--- src/rtl/risc16_regfile.sv ---
// RISC16 register file: two registered operand read ports (S, DS), one write port
// with same-cycle bypass, and a per-register pending scoreboard that stalls reads.
module risc16_regfile #(
    parameter int WIDTH = 16,
    parameter int DEPTH = 8
) (
    input  logic                     clk,
    input  logic                     rst,
    input  logic                     rd_en,
    input  logic [$clog2(DEPTH)-1:0] s_addr,
    input  logic [$clog2(DEPTH)-1:0] ds_addr,
    input  logic                     we,
    input  logic [$clog2(DEPTH)-1:0] w_addr,
    input  logic [WIDTH-1:0]         w_data,
    input  logic                     claim_en,
    input  logic [$clog2(DEPTH)-1:0] claim_addr,
    output logic [WIDTH-1:0]         S,
    output logic [WIDTH-1:0]         DS,
    output logic                     out_valid,
    output logic                     stall
);
    localparam int AW = $clog2(DEPTH);

    logic [WIDTH-1:0] regs [DEPTH];
    logic [DEPTH-1:0] pending;
    logic [WIDTH-1:0] s_val, ds_val;
    logic             s_blk, ds_blk, accept;
    logic [WIDTH-1:0] s_p1, ds_p1;
    logic             vld_p1;

    // A same-cycle write supplies the newest value, so it is forwarded ahead of the array.
    function automatic logic [WIDTH-1:0] operand(input logic [AW-1:0] a);
        if (a == '0)
            return '0;
        if (we && w_addr == a)
            return w_data;
        return regs[a];
    endfunction

    function automatic logic blocked(input logic [AW-1:0] a);
        return pending[a] && !(we && w_addr == a);
    endfunction

    always_comb begin
        s_val  = operand(s_addr);
        ds_val = operand(ds_addr);
        s_blk  = blocked(s_addr);
        ds_blk = blocked(ds_addr);
        stall  = !rst && rd_en && (s_blk || ds_blk);
        accept = rd_en && !stall;
    end

    // Stage p0 -> p1: operand capture, register write, scoreboard update
    always_ff @(posedge clk) begin
        if (rst) begin
            for (int i = 0; i < DEPTH; i++)
                regs[i] <= '0;
            pending <= '0;
            s_p1    <= '0;
            ds_p1   <= '0;
            vld_p1  <= 1'b0;
        end else begin
            if (we && w_addr != '0)
                regs[w_addr] <= w_data;
            pending[0] <= 1'b0;
            // A claim in the same cycle as the write is a newer producer, so it wins.
            for (int i = 1; i < DEPTH; i++) begin
                if (claim_en && claim_addr == AW'(i))
                    pending[i] <= 1'b1;
                else if (we && w_addr == AW'(i))
                    pending[i] <= 1'b0;
            end
            vld_p1 <= accept;
            if (accept) begin
                s_p1  <= s_val;
                ds_p1 <= ds_val;
            end
        end
    end

    assign S         = s_p1;
    assign DS        = ds_p1;
    assign out_valid = vld_p1;
endmodule

--- config.mk ---
export PLATFORM = sky130hd
export DESIGN_NAME = risc16_regfile
export DESIGN_NICKNAME = d
export VERILOG_FILES = /design/src/rtl/risc16_regfile.sv
export SDC_FILE = /design/constraint.sdc
export NUM_CORES = 1
export LEC_CHECK = 0
export ABC_AREA = 1
export BUFFER_PORTS_ARGS = -buffer_cell sky130_fd_sc_hd__buf_2
export CAP_MARGIN = 20
export CORE_ASPECT_RATIO = 1.1
export CORE_MARGIN = 2
export CORE_UTILIZATION = 35
export DETAILED_ROUTE_END_ITERATION = 6
export PLACE_DENSITY = 0.51
export SLEW_MARGIN = 40
export SYNTH_ARGS = -nofsm -noshare
export SYNTH_HDL_FRONTEND = slang
export SYNTH_SLANG_ARGS = --single-unit
--- constraint.sdc ---
create_clock -name clk -period 2.1 [get_ports clk]
set_input_delay 0.105 -clock clk [delete_from_list [all_inputs] [get_ports clk]]
set_output_delay 0.105 -clock clk [all_outputs]
set_load 0.02 [all_outputs]
**After elaboration in Yosys (flattened, before gate mapping)**

Memory sizes are Yosys's and may differ from the RTL's.
Cells that the tools add are included.

- Flip-flop bits (word level): 41
- Latch bits: 0
- RAM bits: 128
- Memory bits (read-only): 0
- Input port bits: 33
- Output and inout bits: 34
- Logic and storage cells: 108
- Memories kept: 1

- $add $sub $neg: 0
- $mul: 0
- Div/mod/pow operators: 0
- $lt $le $gt $ge: 2
- Equal/unequal tests: 16
- Shift operators: 0
- Muxes and demuxes: 40
- Bitwise gates (word level): 0
- Reductions and logical operators: 38

Memory list:

| memory | words | bits a word | read ports | clocked after memory_dff | write ports | line | source |
|---|---|---|---|---|---|---|---|
| regs | 8 | 16 | 2 | 0 | 8 | 24 | `logic [WIDTH-1:0] regs [DEPTH];` |

Operators with widths:

| operator | count |
|---|---|
| $mux W16 | 9 |
| $mux W1 | 28 |
| $eq A3 B3 Y1 const B | 8 |
| $logic_and A1 B1 Y1 | 22 |
| $reduce_or A16 Y1 | 1 |
| $reduce_bool A2 Y1 | 7 |
| $eq A3 B2 Y1 const B | 4 |
| $lt A3 B4 Y1 const B | 2 |
| $bmux W1 S3 | 2 |
| $eq A3 B1 Y1 const B | 2 |
| $eq A3 B3 Y1 | 2 |
| $logic_not A3 Y1 | 2 |
| $logic_not A1 Y1 | 4 |
| $mux W3 | 1 |
| $reduce_bool A3 Y1 | 1 |
| $logic_or A1 B1 Y1 | 1 |

**Longest topological paths before layout**

- Word-level depth: 8
- Mapped depth: 14

**Worst setup path before layout**

No wires, ideal clock.

- Path type: in2reg
- Start: input w_addr[0]
- End: memory regs[1][0], enable pin
- Setup time: 372 ps
- Data arrival time: 1338 ps
- Data required time: 1728 ps
- Setup slack: 390 ps
- Stages: 8
- Cells stage by stage: buf_4 inv_2 nor2_1 inv_1 nor3_1 clkinv_1 clkbuf_1 nand2_1

RTL lines:

| what | line | source |
|---|---|---|
| start: declaration | 13 | `input logic [$clog2(DEPTH)-1:0] w_addr,` |
| end: declaration | 24 |  |

**Final worst setup path**

- Start: register pending[1]
- End: output stall

- Longest elaborated chain between the ends: 5

RTL lines:

| what | line | source |
|---|---|---|
| start: declaration | 25 | `logic [DEPTH-1:0] pending;` |
| start signal: assignment | 58 | `pending <= '0;` |
| start signal: indexed assignment | 69 | `pending[i] <= 1'b1;` |
| start signal: indexed assignment | 71 | `pending[i] <= 1'b0;` |
| $bmux W1 S3 | 41 | `return pending[a] && !(we && w_addr == a);` |
| $mux W1 (implied by the code) | 41 |  |
| $logic_and A1 B1 Y1 | 41 |  |
| $logic_or A1 B1 Y1 * | 49 | `stall = !rst && rd_en && (s_blk \|\| ds_blk);` |
| $logic_and A1 B1 Y1 * | 49 |  |
| end: declaration | 20 | `output logic stall` |

Every way passes the cells marked *; elsewhere a longest branch is shown, timed or not. The select of a mux whose other input is x is not followed.

==> out/qor.yml <==
hold_path:
  holdPathStages: 3
  hold_path.class: "in -> reg"
floorplan:
  fp.dieArea_sq_mm: 0.0274
  coreArea_sq_mm: 0.0254
  start_util_pct: 35.9
  fp.dieH_um: 173
  num_rows: 61
  die_w_um: 158
  num_io_pins: 67
synth:
  synth_edf_count: 128
  synthSimpleGateAreaFrac_pct: 32.5
  syn_area_sq_mm: 0.00912
  synthMuxAreaShare_pct: 0
  yosys_register_bits: 168
  synthXorXnorAreaFrac_pct: 0
  synth_compound_gate_area_share_pct: 7.70
  synth.distinct_cells: 30
  synth-seq-area-share_pct: 50.9
  synth_top_family_by_area: "simple AND/OR/NAND/NOR gates"
  ys.warnings.count: 0
  synthArstFlopShare_pct: 0
  netlist_instances: 1177
  synth_fa_ha_area_share_pct: 0
  syn_area_per_cell_sq_um: 7.75
  ys.flop_type: "edfxtp_1"
routing:
  drt-total-wl_um: 30900
  final_antenna_net_count: 0
  viasPerCell: 5.14
  drc: 0
  drtIter0Drc: 1113
  wl_per_cell_um: 19.1
  num_vias: 8308
  dr.pass1.iters: 5
cts:
  clkTransAtPathRegs_ps: 70
  cts_buffer_depth: 2
  cts_sinks: 168
  ctsRootBufferMaster: "clkbuf_16"
  cts_made_buffers: 17
  cts-resized-gates: 0
  h-tree-depth: 4
  clock_latency_ps: 450
  tritoncts: "built"
critical_path:
  path_buf_inv: 3
  critPathLaunchType: "register"
  crit_path_end_kind: "primary output"
  reg2reg_depth: 11
  required_ps: 2000
  crit_path_max_fanout: 23
  arrival_ps: 1900
  crit_family: "simple AND/OR/NAND/NOR gates"
  crit_type: "reg -> out"
  max_stage_delay_ps: 410
  worstPathCellList: "nand2_1 -> nor2_1 -> nor2_1 -> nand2_1 -> nand3_2 -> nand2_2 -> nand2_4 -> buf_4 -> inv_1 -> buf_2"
  path_depth: 10
  cp_slowest_cell: "dfxtp_1"
global_route:
  grt_first_pass_wirelength_um: 47300
  antenna_found_initial: 0
  gr-total-overflow: 0
  grt_usage_pct: 23.1
  grt_pass1_vias: 7909
  grt_max_degree: 61
layout:
  seq_area_sq_mm: 0.00464
  fillCellCount: 2596
  layout-drive-gt1-share_pct: 13.4
  diodes: 0
  fin_nets: 1289
  areaGrowthSynthToFinish_pct: 17.0
  multi_input_area_sq_mm: 0.00373
pwr:
  p_per_area_mw_per_mm2: 799
  ir_worst_vdd_mv: 0.540
  power.leakage_nw: 4.82
placed_design:
  dp_hpwl_um: 21300
  gp_congestion: 0.883
  port_buffers: 66
sta:
  fmax_mhz: 499
  finalSetupViolations: 0
  rsz0062_at_grt: "no"
  fin_crit_sh_pct: 95.5
  clock_skew_ps: 8.89
  hold_viol: 0
  fin_setup_tns_ps: 0
  slew_viol_final: 0
  period_minus_slack_ps: 2010
  fin_hold_ws_ps: 18.8
outcome:
  outcome: "completed"
job:
  cap_violations: 0
-- per-layer routing --
layer	vias to the layer above	wire length, um	GRT usage [%]
met5	-	0	0
met4	0	738	7.54
met3	53	2150	4.15
met2	334	14400	37.0
met1	3877	13500	31.4
li1	4044	-	-
-- worst register-to-register path, stage by stage, from the launching register on --
cell     delay, ps
dfxtp_1        410
nand2_1         70
nor2_1          90
nor2_1          50
nand2_1         70
nand3_2        100
nand2_2        100
nand2_4        150
nand2_2        260
nand2_1         80
nand2_1         60
nor2_1          40
-- placed cells by master (no fill, tap or decap), types with 5 or more instances in the layout --
master,synthesis,layout
o211ai_1,50,50
conb_1,1,16
edfxtp_1,128,128
dfxtp_1,40,40
nand3_1,214,214
inv_1,91,91
clkinv_1,9,10
nand2_1,324,324
dlygate4sd3_1,0,6
a21oi_1,21,21
nor2_1,153,153
clkbuf_16,0,17
inv_2,7,7
a31oi_1,5,5
inv_6,0,5
buf_2,32,66
o21ai_0,25,25
buf_4,7,52
-- cells in the mapped netlist (2+ instances only) --
| cell type | instances | area share [%] |
|---|---|---|
| buf_4 | 7 | 0.58 |
| clkbuf_1 | 37 | 1.5 |
| buf_2 | 32 | 1.8 |
| inv_2 | 7 | 0.29 |
| nand2_2 | 4 | 0.27 |
| o21ai_1 | 3 | 0.16 |
| clkinv_1 | 9 | 0.37 |
| a21oi_1 | 21 | 1.2 |
| nand3_2 | 2 | 0.22 |
| nor2_2 | 2 | 0.14 |
| o21ai_0 | 25 | 1.4 |
| dfxtp_1 | 40 | 8.8 |
| a31oi_1 | 5 | 0.34 |
| o22ai_1 | 4 | 0.27 |
| edfxtp_1 | 128 | 42 |
| nor2_1 | 153 | 6.3 |
| buf_1 | 5 | 0.21 |
| buf_6 | 2 | 0.25 |
| nand2_1 | 324 | 13 |
| nand3_1 | 214 | 12 |
| o32ai_1 | 2 | 0.19 |
| inv_1 | 91 | 3.7 |
| nand4_1 | 4 | 0.27 |
| o211ai_1 | 50 | 4.1 |
-- repair_timing --
item                      in CTS  in global routing
hold buffers                   6                  0
buffers inserted               0                  0
hold endpoints to repair       7                  0
-- state kept, by name, indices dropped and copies added, names as in the netlist --
register	cells
pending	7
regs	128
DS	16
out_valid	1
S	16
-- kinds of logic after synthesis --
logic type,count (synthesis)
simple gates,706
buf+inv,191
flops,168
compound gates,111
other cells,1
-- final timing paths --
| path | to | from | slack, ps |
|---|---|---|---|
| worst max-delay path | stall | pending[1] | 90 |
| worst min-delay path | pending[3] | claim_en | 20 |
| worst max register to register | DS[8] | pending[1] | 510 |
| worst min register to register | DS[10] | DS[10] | 490 |
-- cell type report --
class / count / share of cell area, %
clock buffer: 17 / 3.99
clock inverter: 15 / 1.56
inverter: 108 / 3.82
multi-input combinational: 833 / 35.0
sequential: 168 / 43.5
tap: 346 / 4.06
timing repair buffer: 128 / 8.07
-- stage by stage --
| stage | power (mW) | area [sq um] | utilization (%) | std cells | setup slack (ps) |
|---|---|---|---|---|---|
| 6_report | 8.52 | 10700 | 42.0 | 1615 | 94.3 |
| 5_1_grt | 8.87 | 10700 | 42.0 | 1615 | 1.72 |
| 4_1_cts | 8.55 | 10700 | 42.0 | 1615 | 75.4 |
| 3_5_place_dp | 5.33 | 10000 | 39.4 | 1577 | 364 |
| 3_3_place_gp | 5.33 | 10000 | 39.4 | 1577 | 361 |
| 2_1_floorplan | 4.82 | 9170 | - | 1192 | 390 |
-- where the power goes --
part / total, mW / leakage (nW) / switching, mW / internal [mW]
sequential: 3.91 / 1.56 / 0.104 / 3.80
clock: 3.25 / 0.289 / 1.47 / 1.78
combinational: 1.37 / 2.98 / 0.947 / 0.425
(Power assumes the default switching activity.)
